===== config.mk =====
export PLATFORM = sky130hd
export DESIGN_NAME = shift_reg
export DESIGN_NICKNAME = d
export VERILOG_FILES = /design/src/rtl/shift_reg.sv
export SDC_FILE = /design/constraint.sdc
export NUM_CORES = 1
export LEC_CHECK = 0
export CAP_MARGIN = 20
export CORE_MARGIN = 1
export CORE_UTILIZATION = 44
export CTS_CLUSTER_DIAMETER = 80
export CTS_CLUSTER_SIZE = 28
export DETAILED_ROUTE_END_ITERATION = 10
export PLACE_DENSITY_LB_ADDON = 0.08
export SLEW_MARGIN = 20
export SYNTH_ARGS = -nofsm -noshare
export SYNTH_HDL_FRONTEND = slang
export SYNTH_SLANG_ARGS = --single-unit

===== constraint.sdc =====
create_clock -name clk -period 1.1 [get_ports clk]
set_clock_uncertainty 0.15 [all_clocks]
set_input_delay 0.275 -clock clk [delete_from_list [all_inputs] [get_ports clk]]
set_output_delay 0.275 -clock clk [all_outputs]
set_load 0.02 [all_outputs]

===== src/rtl/shift_reg.sv =====
// Serial-in, parallel-out bidirectional shift register.
// Each enabled edge shifts d in at the LSB (left shift) or at the MSB (right shift).
// The register drives out directly, so no input reaches out without passing a flop.
module shift_reg #(
    parameter int unsigned MSB = 16
) (
    input  logic           clk,
    input  logic           rstn,
    input  logic           d,
    input  logic           en,
    input  logic           dir,
    output logic [MSB-1:0] out
);

    logic [MSB-1:0] reg_q;
    logic [MSB-1:0] reg_d;

    // Next-state selection: hold, shift left (d into bit 0) or shift right (d into bit MSB-1)
    always_comb begin
        reg_d = reg_q;
        if (en) begin
            if (dir) begin
                reg_d = {d, reg_q[MSB-1:1]};
            end else begin
                reg_d = {reg_q[MSB-2:0], d};
            end
        end
    end

    // State register with synchronous active-low clear that overrides en and dir
    always_ff @(posedge clk) begin
        if (!rstn) begin
            reg_q <= '0;
        end else begin
            reg_q <= reg_d;
        end
    end

    assign out = reg_q;

endmodule


# [Word level (Yosys, flattened, before mapping)]
# Cells that the tools add are included.
[op_classes] n_mux=1
[ops] cell="16-bit 2-to-1 mux" count=1
[totals] word_cells=2 out_inout_bits=16 inputBits=5 ff_bits=16

# [Depth between registers and ports, before layout]
[logic_depth] ltp_word=1 depth_mapped=4 mapped_depth_nobuf=2

# [Worst setup path before layout]
# No wires, ideal clock.
[synth_path] kind="input port to flip-flop" start="input port dir" end="register reg_q[13], in the netlist out[13]" stages=4 arrival_time_ps=765 n_path_buf=2 setup_ps=132 path_slack_ps=52 required_time_ps=818 path_cell_list="buf_6 > buf_12 > mux2i_1 > a21oi_1"
[synth_between] elab_chain_len=1
[synth_lines] item="start: declaration" line_no="11" source="input logic dir,"
[synth_lines] item="16-bit 2-to-1 mux" line_no="22" source="if (dir) begin"
[synth_lines] item="end signal: assignment" line_no="35" source="reg_q <= reg_d;"
[synth_lines] item="end: declaration" line_no="15" source="logic [MSB-1:0] reg_q;"
# No other way between the ends.
# A chain may end at the register's enable or synchronous reset.

# [Worst setup path in the final report]
[layout_path] start="register reg_q[13], in the netlist out[13]" end="output port out[13]"
[layout_rtl] item="end: declaration" line_no="12" source="output logic [MSB-1:0] out"
# No word-level cell between the ends.

==> out/metrics.yaml <==
synth:
  yosysSeqAreaShare_pct: 46.4
  netlist.area_leader.share_pct: 46.4
  synthCells: 70
  ys_dominant_reg_cell: "dfxtp_1"
  ys_async_sr_fraction_pct: 0
  synthTopCellsByArea: "dfxtp_1 (46%), mux2i_1 (23%), a21oi_1 (12%)"
  ys_types: 8
  ys_warn_count: 0
  yosysTopAreaCell: "dfxtp_1"
  synth_nets: 75
  syn_area_sq_um: 691
  syn_avg_cell_area_sq_um: 9.87
  synth-edff-count: 0
  yosys_register_bits: 16
  synth_common_cells: "a21oi_1 (16), dfxtp_1 (16), mux2i_1 (16), o21ai_0 (16), buf_2 (3)"
layout:
  nFillCells: 96
  antenna_cells: 0
  fin_nets: 117
  final_layout_size_suffix_gt1_share_pct: 54.5
  largest_reg_flops: 16
  area_delta_synth_final_pct: 65.6
  final_cell_count_no_fill: 125
  design_area_sq_um: 1140
placed_design:
  port_buffers: 20
  dp_cells: 119
  gp_congestion: 0.659
  post_dp_cell_area_sq_um: 1030
  hpwlAfterDp_um: 1040
min_path:
  hp-start: "dir"
  worstHoldPathType: "input port to flip-flop"
sta:
  tns_ps: -846
  worstMarginPinSlew_ps: 165
  slew_headroom_pct: 88.7
  final_max_slew_viol_count: 0
  setup_viol: 16
  finalHoldViolCount: 0
  max_freq_mhz: 857
  fin_ws_ps: -67.2
  fin_crit_sh_pct: 106
  period_needed_ps: 1170
  rsz0062_at_grt: "true"
routing:
  wl_um: 1630
  first_pass_iters: 4
  viasPerCell: 5.27
  vias: 659
  drt-wirelength-per-cell_um: 13.0
  drt_iter0_drc: 16
  drc: 0
  antenna_left: 0
worst_setup_path:
  crit_buf_inv: 1
  cp.arrival_ps: 740
  start_kind: "flip-flop"
  crit_family: "flip-flops"
  crit_path_top_delay_cell: "dfxtp_2"
  crit_fanout: 2
  cp-startpoint: "out[13]"
  cpPeakStageDelay_ps: 350
  r2r_start: "out[6]"
  cp.required_ps: 670
  crit_chain: "buf_6"
  end_kind: "output port"
  critical_path_class: "flip-flop to output port"
die:
  start_util_pct: 50.0
  die_w_um: 41.6
  io_pins: 21
  die_area_sq_um: 1730
  die_height_um: 41.6
  rows: 13
  core_sq_um: 1380
power_and_ir_drop:
  p_per_area_nw_per_um2: 1150
  p_leak_uw: 0.000535
  irDropWorstVdd_mv: 0.740
run:
  maxCapViolations: 0
clock_network:
  ctsHoldBuffers: 0
  clock-sinks: 16
  clk_path_buf_depth: 2
  h-tree-depth: 1
  path_clk_slew_ps: 80
  cts-root-buf: "clkbuf_4"
  cts_tree: "yes"
  cts_made_buffers: 3
  clkLatencyLatePin_ps: 270
global_routing:
  gr-usage-all-layers_pct: 19.7
  grt_max_degree: 17
  first_global_vias: 616
  grt_pass1_wl_um: 2660
  antenna_found_initial: 0
  overflow: 0
status:
  failed_checks: "setup timing"
  run_status: "complete, but fails checks"
==> cell type report <==
class / count / area, sq um / share of cell area, %
repair buffers: 43 / 438 / 38.3
flip-flops and latches: 16 / 340 / 29.8
multi-input cells: 48 / 324 / 28.3
clock buffers: 3 / 22.5 / 1.97
well taps: 15 / 18.8 / 1.64
==> cell usage in the layout, fill, tap and decap left out <==
cell type,n
a21oi_1,16
buf_12,2
buf_2,1
buf_4,18
buf_6,17
bufbuf_16,1
clkbuf_2,1
clkbuf_4,3
clkdlybuf4s50_1,2
dfxtp_2,16
dlygate4sd2_1,1
mux2i_1,15
mux2i_2,1
o21ai_0,15
o21ai_1,1
==> worst paths after layout <==
path              to  slack, ps  cells after the start
max reg2reg   out[5]         40                      4
max          out[13]        -70                      1
min          out[15]        350                      4
min reg2reg  out[15]        490                      3
==> power breakdown <==
group,total [uW],internal (uW),switching [uW]
combinational,370,207,163
sequential,652,625,26.8
clock,290,127,163
==> kinds of logic after synthesis <==
logic type	synth area share, %
buffers and inverters	7.25
AOI/OAI and AO/OA	23.2
muxes	23.2
DFF	46.4
==> through the flow <==
stage | setup slack, ps | power [uW] | utilization (%) | hold WS (ps)
after global placement | -417 | 980 | 74.8 | 462
after floorplan | 52.3 | 814 | - | 263
after CTS | -85.5 | 1320 | 82.7 | 413
after detailed placement | -436 | 987 | 74.8 | 474
final | -67.2 | 1310 | 82.7 | 348
after global routing | -106 | 1390 | 82.7 | 362
==> repair_timing <==
action                     in CTS  in global routing
resized for setup             115                  4
setup buffers                   1                  0
gates cloned                    2                  0
setup endpoints to repair      32                 22
==> tightest hold or removal path, stage by stage <==
cell	delay (ps)
clkbuf_2	120
buf_12	140
mux2i_1	70
a21oi_1	130
==> per-layer routing <==
layer	track usage, %	vias up	share of wire (%)
li1	-	336	-
met1	25.5	308	45
met2	33.1	13	50
met3	2.61	2	2.9
met4	7.74	0	1.0
met5	0	-	0
No activity file was read; power rests on OpenSTA's default activity.
